--- src/rtl/cpu_mcycle_sequencer.sv ---
// M-cycle/T-phase bus sequencer: walks the active control word through its machine cycles,
// drives the registered memory bus, inserts wait-states with timeout and handles HALT/IRQ at boundaries.
module cpu_mcycle_sequencer #(
    parameter int ADDR_W     = 16,
    parameter int DATA_W     = 8,
    parameter int T_PER_M    = 4,
    parameter int MAX_CYCLES = 6,
    parameter int MAX_WAIT   = 15,
    parameter int CYC_W      = (MAX_CYCLES > 1) ? $clog2(MAX_CYCLES) : 1
) (
    input  logic              clk,
    input  logic              reset,
    input  logic [CYC_W:0]    cw_num_cycles,
    input  logic [ADDR_W-1:0] cyc_addr,
    input  logic [1:0]        cyc_op,
    input  logic [DATA_W-1:0] cyc_wdata,
    input  logic              cyc_cond_check,
    input  logic              cyc_cond_pass,
    input  logic              halt_req,
    input  logic              irq_pending,
    input  logic [DATA_W-1:0] bus_rdata,
    input  logic              bus_ready,
    output logic [ADDR_W-1:0] bus_addr,
    output logic              bus_read_en,
    output logic              bus_write_en,
    output logic [DATA_W-1:0] bus_wdata,
    output logic [DATA_W-1:0] rd_data,
    output logic              rd_valid,
    output logic              exec_strobe,
    output logic [CYC_W-1:0]  cycle_idx,
    output logic [2:0]        t_phase,
    output logic              instr_boundary,
    output logic              irq_taken,
    output logic              halted,
    output logic              bus_error
);

    localparam logic [2:0]     DP    = 3'(T_PER_M - 2);
    localparam logic [2:0]     LP    = 3'(T_PER_M - 1);
    localparam int             WC_W  = (MAX_WAIT > 0) ? $clog2(MAX_WAIT + 1) : 1;
    localparam logic [CYC_W:0] MAXC  = (CYC_W + 1)'(MAX_CYCLES);
    localparam logic [1:0]     OP_RD = 2'b01;
    localparam logic [1:0]     OP_WR = 2'b10;

    typedef enum logic [1:0] {RUN, WAIT, HALT} state_t;

    state_t            state, state_n;
    logic [WC_W-1:0]   wait_cnt, wait_n;
    logic [2:0]        t_n;
    logic [CYC_W-1:0]  cyc_n, last_idx;
    logic [CYC_W:0]    ncyc;
    logic [ADDR_W-1:0] addr_n;
    logic [DATA_W-1:0] wdata_n, rdata_n;
    logic              rd_en_n, wr_en_n, rvalid_n, bound_n, irq_n, halted_n, err_n;
    logic              is_access;

    // 0 behaves as a single-cycle word; oversize counts clamp to the hardware limit
    always_comb begin
        ncyc = cw_num_cycles;
        if (cw_num_cycles == '0)
            ncyc = (CYC_W + 1)'(1);
        else if (cw_num_cycles > MAXC)
            ncyc = MAXC;
    end

    assign last_idx    = CYC_W'(ncyc - (CYC_W + 1)'(1));
    assign is_access   = (cyc_op == OP_RD) || (cyc_op == OP_WR);
    assign exec_strobe = (state == RUN) && (t_phase == LP);

    always_comb begin
        state_n  = state;
        t_n      = t_phase;
        cyc_n    = cycle_idx;
        wait_n   = wait_cnt;
        addr_n   = bus_addr;
        rd_en_n  = bus_read_en;
        wr_en_n  = bus_write_en;
        wdata_n  = bus_wdata;
        rdata_n  = rd_data;
        rvalid_n = 1'b0;
        bound_n  = 1'b0;
        irq_n    = 1'b0;
        halted_n = halted;
        err_n    = 1'b0;
        case (state)
            RUN: begin
                t_n = t_phase + 3'd1;
                if (t_phase == 3'd0)
                    addr_n = cyc_addr;
                if (t_phase == 3'd1) begin
                    rd_en_n = (cyc_op == OP_RD);
                    wr_en_n = (cyc_op == OP_WR);
                    if (cyc_op == OP_WR)
                        wdata_n = cyc_wdata;
                end
                if (t_phase == DP && is_access) begin
                    if (MAX_WAIT == 0 || bus_ready) begin
                        if (cyc_op == OP_RD) begin
                            rdata_n  = bus_rdata;
                            rvalid_n = 1'b1;
                        end
                    end else begin
                        // the DP clock itself is the first stall clock
                        state_n = WAIT;
                        t_n     = DP;
                        wait_n  = WC_W'(1);
                    end
                end
                if (t_phase == LP) begin
                    t_n     = 3'd0;
                    rd_en_n = 1'b0;
                    wr_en_n = 1'b0;
                    if (cyc_cond_check && !cyc_cond_pass && cycle_idx < last_idx) begin
                        cyc_n = last_idx;
                    end else if (({1'b0, cycle_idx} + (CYC_W + 1)'(1)) >= ncyc) begin
                        cyc_n   = '0;
                        bound_n = 1'b1;
                        if (irq_pending) begin
                            irq_n = 1'b1;
                        end else if (halt_req) begin
                            state_n  = HALT;
                            halted_n = 1'b1;
                        end
                    end else begin
                        cyc_n = cycle_idx + CYC_W'(1);
                    end
                end
            end
            WAIT: begin
                // ready on the timeout clock still counts as a successful access
                if (bus_ready) begin
                    if (bus_read_en) begin
                        rdata_n  = bus_rdata;
                        rvalid_n = 1'b1;
                    end
                    wait_n  = '0;
                    state_n = RUN;
                    t_n     = LP;
                end else if (wait_cnt >= WC_W'(MAX_WAIT)) begin
                    err_n = 1'b1;
                    if (bus_read_en) begin
                        rdata_n  = '1;
                        rvalid_n = 1'b1;
                    end
                    wait_n  = '0;
                    state_n = RUN;
                    t_n     = LP;
                end else begin
                    wait_n = wait_cnt + WC_W'(1);
                end
            end
            HALT: begin
                t_n   = 3'd0;
                cyc_n = '0;
                if (irq_pending) begin
                    state_n  = RUN;
                    halted_n = 1'b0;
                end
            end
            default: begin
                state_n = RUN;
                t_n     = 3'd0;
            end
        endcase
    end

    always_ff @(posedge clk or posedge reset) begin
        if (reset) begin
            state          <= RUN;
            wait_cnt       <= '0;
            t_phase        <= 3'd0;
            cycle_idx      <= '0;
            bus_addr       <= '0;
            bus_read_en    <= 1'b0;
            bus_write_en   <= 1'b0;
            bus_wdata      <= '0;
            rd_data        <= '0;
            rd_valid       <= 1'b0;
            instr_boundary <= 1'b0;
            irq_taken      <= 1'b0;
            halted         <= 1'b0;
            bus_error      <= 1'b0;
        end else begin
            state          <= state_n;
            wait_cnt       <= wait_n;
            t_phase        <= t_n;
            cycle_idx      <= cyc_n;
            bus_addr       <= addr_n;
            bus_read_en    <= rd_en_n;
            bus_write_en   <= wr_en_n;
            bus_wdata      <= wdata_n;
            rd_data        <= rdata_n;
            rd_valid       <= rvalid_n;
            instr_boundary <= bound_n;
            irq_taken      <= irq_n;
            halted         <= halted_n;
            bus_error      <= err_n;
        end
    end

endmodule
--- config.mk ---
export PLATFORM = sky130hd
export DESIGN_NAME = cpu_mcycle_sequencer
export DESIGN_NICKNAME = d
export VERILOG_FILES = /design/src/rtl/cpu_mcycle_sequencer.sv
export SDC_FILE = /design/constraint.sdc
export NUM_CORES = 1
export LEC_CHECK = 0
export ABC_AREA = 1
export BUFFER_PORTS_ARGS = -buffer_cell sky130_fd_sc_hd__buf_2
export CAP_MARGIN = 5
export CORE_MARGIN = 2
export CORE_UTILIZATION = 45
export DETAILED_ROUTE_END_ITERATION = 16
export HOLD_SLACK_MARGIN = 0.06
export PLACE_DENSITY = 0.77
export SYNTH_ARGS = -nofsm -noshare
export SYNTH_HDL_FRONTEND = slang
export SYNTH_SLANG_ARGS = --single-unit
--- constraint.sdc ---
create_clock -name clk -period 3.2 [get_ports clk]
set_input_delay 0.48 -clock clk [delete_from_list [all_inputs] [get_ports clk]]
set_output_delay 0.48 -clock clk [all_outputs]
set_load 0.1 [all_outputs]
==> flow_metrics.tcl, run 1 <==
set metrics [dict create \
    status "finished clean" \
    cts_tree "yes" \
    grt_pass1_wl_um 8142 \
    synth_top_area_share 0.5037 \
    path_cells "ha_1 > ha_1 > inv_1 > nor2_2 > buf_2" \
    ctsResizeCount 0 \
    cts_setup_buffers 0 \
    overflow 0 \
    fill_cells 512 \
    yosysSeqAreaShare 0.5037 \
    synth_most_common_cell "dfrtp_1" \
    cts.sinks 51 \
    clkLatencyLatePin_ps 300 \
    drive_gt1_frac 0.4070 \
    fmax_mhz 420.3 \
    cts_buffer_depth 2 \
    fin_setup_tns_ps 0 \
    min_period_over_period 0.7436 \
    rsz0062_at_grt "false" \
    drc 0 \
    postRouteAntennaNets 0 \
    netlist_area_um2 2534 \
    worstHoldStart "irq_pending" \
    cpMostUsedCell "ha_1" \
    worst-path-max-fanout 7 \
    syn_inst 248 \
    fp.dieW_um 79.04 \
    async_reset_ff_frac 1.000 \
    post_drt_wl_per_cell_um 12.19 \
    ys.flop_type "dfrtp_1" \
    first_global_vias 1879 \
    htreeDepth 2 \
    antennaDiodeCount 0 \
    ctsRootBufferMaster "clkbuf_8" \
    hold_viol_final 0 \
    fin_skew_ps 4.892 \
    synth_area_leaders "dfrtp_1 (50%), mux2_2 (11%), ha_1 (7.4%)" \
    syn-num-nets 308 \
    drt_iter0_drc 72 \
    ys_seq_elements 51 \
    antenna_found_initial 0 \
    port_buffers 90 \
    place_hpwl_um 3888 \
    area_growth_pct 23.80 \
    cts-hold-fix-buffers 0 \
    synth_area_per_cell_um2 10.22 \
    worstSetupPathType "flip-flop to output pin" \
    die-height_um 79.04 \
    numCtsBuffers 5 \
    synth_edf_count 0 \
    drv_cap 0 \
    ys_types 31 \
    initial_core_util 0.4630 \
    grt_usage 0.1650 \
    synthTopCellsByCount "dfrtp_1 (51), inv_1 (39), nand2_1 (27)" \
    slew_headroom 0.3264 \
    vias 1992 \
    worstPathArrival_ps 1900 \
    place_congestion 0.8687 \
    cp_data_required_time_ps 2720 \
    r2r-start "cycle_idx[0]" \
    max_slew.worst_pin.slew_ps 1009 \
    routed_wl_um 5069 \
    rows 27 \
    drtPass1Iterations 4 \
    io_pins 91 \
    period_needed_ps 2379 \
    hp-class "input port to flip-flop" \
    dieArea_um2 6247 \
    clk_pin_slew_ps 80 \
    via_per_inst 4.788 \
    cp_slowest_cell "buf_2" \
    maxSlewViolCount 0 \
    yosysTopAreaCell "dfrtp_1" \
    grt_max_degree 52 \
    crit_path_max_incr_delay_ps 490 \
    cp-start-kind "flip-flop" \
    crit_path_start "t_phase[0]" \
    ys_warn_count 0 \
    fin_nets 403 \
    core_um2 5473 \
    report.final.setup_viol 0 \
    cp-end-kind "output pin" \
]
flip-flops by register name, indices dropped and copies added (netlist names):
register,flops
bus_wdata,8
bus_write_en,1
irq_taken,1
rd_valid,1
instr_boundary,1
cycle_idx,3
bus_error,1
wait_cnt,4
bus_addr,16
halted,1
t_phase,3
bus_read_en,1
rd_data,8
state,2
area by class of cell:
type                            instances  area (um^2)  share of cell area
Inverter                               41        153.9             0.04906
Timing Repair Buffer                   90        450.4              0.1436
Clock buffer                            6        72.57             0.02314
Tap cell                               72        90.09             0.02872
Clock inverter                          2        12.51            0.003989
Sequential cell                        51         1276              0.4069
Multi-Input combinational cell        154         1081              0.3446
routing by layer:
| metal | up-vias | GRT usage | part of all wire |
|---|---|---|---|
| li1 | 1006 | - | - |
| met1 | 920 | 0.1990 | 0.43 |
| met2 | 62 | 0.2924 | 0.50 |
| met3 | 4 | 0.03977 | 0.062 |
| met4 | 0 | 0.04828 | 0.0083 |
| met5 | - | 0 | 0 |
metrics by stage:
stage,hold slack (ps),instance area [um^2],instances,worst slack [ps],utilization
2_1_floorplan,492.3,2534,248,261.2,-
3_3_place_gp,480.5,3052,408,1177,0.5576
3_5_place_dp,487.6,3052,408,1157,0.5576
4_1_cts,382.2,3137,416,806.8,0.5732
5_1_grt,388.4,3137,416,651.6,0.5732
6_report,393.0,3137,416,820.6,0.5732
logic make-up after synthesis:
group	count (synthesis)	synth area share
compound gates	38	0.09087
simple gates	75	0.1501
fa+ha+maj	15	0.07407
mux	24	0.1067
other cells	1	0.001480
buf+inv	43	0.06963
flops	51	0.5037
xor+xnor	1	0.003457
cells in the final DEF (no fill, tap or decap), types with 2 or more instances in the layout:
| cell type | Yosys | final |
|---|---|---|
| nor2_4 | 2 | 2 |
| o21ai_1 | 2 | 2 |
| ha_1 | 15 | 15 |
| nand4_1 | 4 | 4 |
| clkbuf_8 | 0 | 5 |
| buf_2 | 0 | 90 |
| a21oi_1 | 4 | 4 |
| inv_2 | 2 | 3 |
| nor3_1 | 3 | 3 |
| mux2_2 | 24 | 24 |
| nor2_1 | 11 | 11 |
| nand2_1 | 27 | 27 |
| o21ai_2 | 2 | 2 |
| o21ai_0 | 22 | 22 |
| nor2_2 | 3 | 3 |
| nand2_2 | 4 | 4 |
| nand3_1 | 17 | 17 |
| o22ai_1 | 2 | 2 |
| dfrtp_1 | 51 | 51 |
| inv_1 | 39 | 38 |
worst paths after layout:
check                           depth (start not counted)  slack (ps)      endpoint
worst min register to register                          1         510  bus_wdata[6]
worst min-delay path                                    2         390      state[1]
worst max register to register                          9        1310  cycle_idx[0]
worst max-delay path                                    5         820   exec_strobe
min in group asynchronous                               2         410    rd_data[4]
max in group asynchronous                               2        2160  bus_wdata[0]
critical path, delay by kind of cell (launching register included):
family | cells | cell delay [ps]
AND/OR/NAND/NOR | 1 | 260
flip-flops | 1 | 410
adder cells (fa/ha/maj) | 2 | 350
buffers and inverters | 2 | 570
Power of run 1 is left out: the tool's default activity adds up to more than one toggle a clock period on the data nets, which glitch-free logic cannot reach.
==> inputs of run 2 (changes only) <==
--- a/config.mk
+++ b/config.mk
@@ -12,7 +12,7 @@
 export CORE_UTILIZATION = 45
 export DETAILED_ROUTE_END_ITERATION = 16
 export HOLD_SLACK_MARGIN = 0.06
-export PLACE_DENSITY = 0.77
+export PLACE_DENSITY = 0.8
 export SYNTH_ARGS = -nofsm -noshare
 export SYNTH_HDL_FRONTEND = slang
 export SYNTH_SLANG_ARGS = --single-unit
==> constraint.sdc (replaced) <==
create_clock -name clk -period 2 [get_ports clk]
set_input_delay 0.3 -clock clk [delete_from_list [all_inputs] [get_ports clk]]
set_output_delay 0.3 -clock clk [all_outputs]
set_load 0.1 [all_outputs]
==> run 2 against run 1 <==
Register-to-register slack worse by 1200 ps. Die area stayed put. Global-route usage up 1.1 points. Routed wire length rose by 3.6%. Final cell count increased by 0.48%. Non-clock buffer count is 2 higher. Sequential share of layout area decreased by 1.5 points. Largest cell class unchanged. Highest routed layer unchanged.
==> flow_metrics.tcl, run 2 (synthesis gave the netlist of run 1 again) <==
set metrics [dict create \
    path_cells "ha_4 > xnor2_1 > inv_1 > ha_1 > nand4_1 > nand3_2 > o21ai_0 > nand3_1 > nand2_1" \
    place_hpwl_um 4144 \
    cp_data_required_time_ps 2240 \
    numCtsBuffers 5 \
    report.final.setup_viol 0 \
    crit_path_max_incr_delay_ps 460 \
    first_global_vias 2020 \
    grt_usage 0.1762 \
    worstSetupPathType "flip-flop to flip-flop" \
    regMostFlops "bus_addr" \
    rows 27 \
    cp-end-kind "flip-flop" \
    reg.largest.list "bus_addr x16, bus_wdata x8, rd_data x8" \
    cts_tree "yes" \
    drc 0 \
    die-height_um 79.04 \
    routed_wl_um 5251 \
    fmax_mhz 534.6 \
    worst_hold_slack_ps 227.9 \
    drt_iter0_drc 83 \
    hold_viol_final 0 \
    drtPass1Iterations 5 \
    r2r-start "cycle_idx[0]" \
    status "finished clean" \
    fin_skew_ps 5.301 \
    grt_max_degree 31 \
    dieArea_um2 6247 \
    reg2reg_slack_ps 130 \
    fin_setup_tns_ps 0 \
    r2r-end "cycle_idx[1]" \
    initial_core_util 0.4630 \
    postRouteAntennaNets 0 \
    min_period_over_period 0.9352 \
    fin_nets 405 \
    mostFrequentLayoutCells "buf_2 (89), dfrtp_1 (45), inv_1 (36)" \
    antennaDiodeCount 0 \
    cts.sinks 51 \
    drive_gt1_frac 0.4480 \
    r2r_cells 9 \
    io_pins 91 \
    drv_cap 0 \
    worstHoldEndpoint "bus_wdata[1]" \
    cts_buffer_depth 2 \
    ctsRootBufferMaster "clkbuf_8" \
    fp.dieW_um 79.04 \
    rsz0062_at_grt "false" \
    maxSlewViolCount 0 \
    clkLatencyLatePin_ps 300 \
    overflow 0 \
    cts_setup_buffers 0 \
    htreeDepth 2 \
    antenna_found_initial 0 \
    largest_reg_flops 16 \
    worstPathArrival_ps 2110 \
    period_needed_ps 1870 \
    core_um2 5473 \
    vias 2010 \
    placed_cells 409 \
    hold_depth 2 \
    cp-start-kind "flip-flop" \
    port_buffers 90 \
    final_cells 418 \
    hp-class "input port to flip-flop" \
    worst-path-max-fanout 6 \
    post_drt_wl_per_cell_um 12.56 \
    worstHoldStart "cyc_wdata[1]" \
    grt_pass1_wl_um 8618 \
    via_per_inst 4.809 \
    clk_pin_slew_ps 90 \
    place_congestion 0.7655 \
    mostFrequentLayoutCell "buf_2" \
    area_growth_pct 29.14 \
    cp_slowest_cell "dfrtp_2" \
]
-- run 2: changes by cell type in the layout (fill, tap and decap cells not counted), moves of 2 or more --
cell     delta
ha_1        -3
ha_4        +3
inv_1       -2
inv_2       +2
dfrtp_2     +6
o21ai_0     -3
o21ai_1     +3
buf_12      +2
dfrtp_1     -6
-- run 2: worst max-delay path by stage --
| stage | start | to | slack [ps] | cells after the start |
|---|---|---|---|---|
| 2_1_floorplan | t_phase[0] | bus_write_en | -60 | 7 |
| 6_report | cycle_idx[0] | cycle_idx[1] | 130 | 9 |
| 3_3_place_gp | cycle_idx[0] | cycle_idx[1] | 200 | 9 |
| 3_5_place_dp | cycle_idx[0] | cycle_idx[2] | 100 | 9 |
| 5_1_grt | cycle_idx[0] | cycle_idx[1] | 20 | 9 |
| 4_1_cts | cycle_idx[0] | cycle_idx[2] | 90 | 9 |
-- run 2: metrics by stage --
step                      worst slack, ps  area (um^2)    util
after global placement              202.2         3139  0.5736
after detailed placement            103.5         3139  0.5736
after global routing                17.01         3272  0.5979
after CTS                           93.77         3267  0.5969
final                               129.6         3272  0.5979
after floorplan                    -55.46         2586       -
-- run 2: cell type report --
| type | instances | area (um^2) |
|---|---|---|
| tap | 72 | 90.09 |
| clock buffer | 6 | 82.58 |
| inverter | 41 | 153.9 |
| fill | 474 | 2201 |
| sequential | 51 | 1284 |
| multi-input combinational | 154 | 1131 |
| timing repair buffer | 92 | 495.5 |
| clock inverter | 2 | 35.03 |
-- run 2: critical path, delay by kind of cell, from the launching register on --
kind | cells | cell delay [ps]
compound gates | 1 | 190
xor+xnor | 1 | 210
fa+ha+maj | 2 | 460
buf+inv | 1 | 80
flops | 1 | 460
simple gates | 4 | 400
-- run 2: what timing repair did --
item,CTS,global route
hold endpoints to repair,21,0
gates resized for setup,0,3
hold buffers,1,0
endpoints found under the setup margin,0,4
-- run 2: per-layer routing --
metal / track usage / part of all wire / vias up
met1: 0.2101 / 0.43 / 934
met4: 0.06207 / 0.017 / 0
met2: 0.3110 / 0.50 / 59
met3: 0.04091 / 0.055 / 8
li1: - / - / 1009
met5: 0 / 0 / -
Power of run 2 is left out for the same reason.
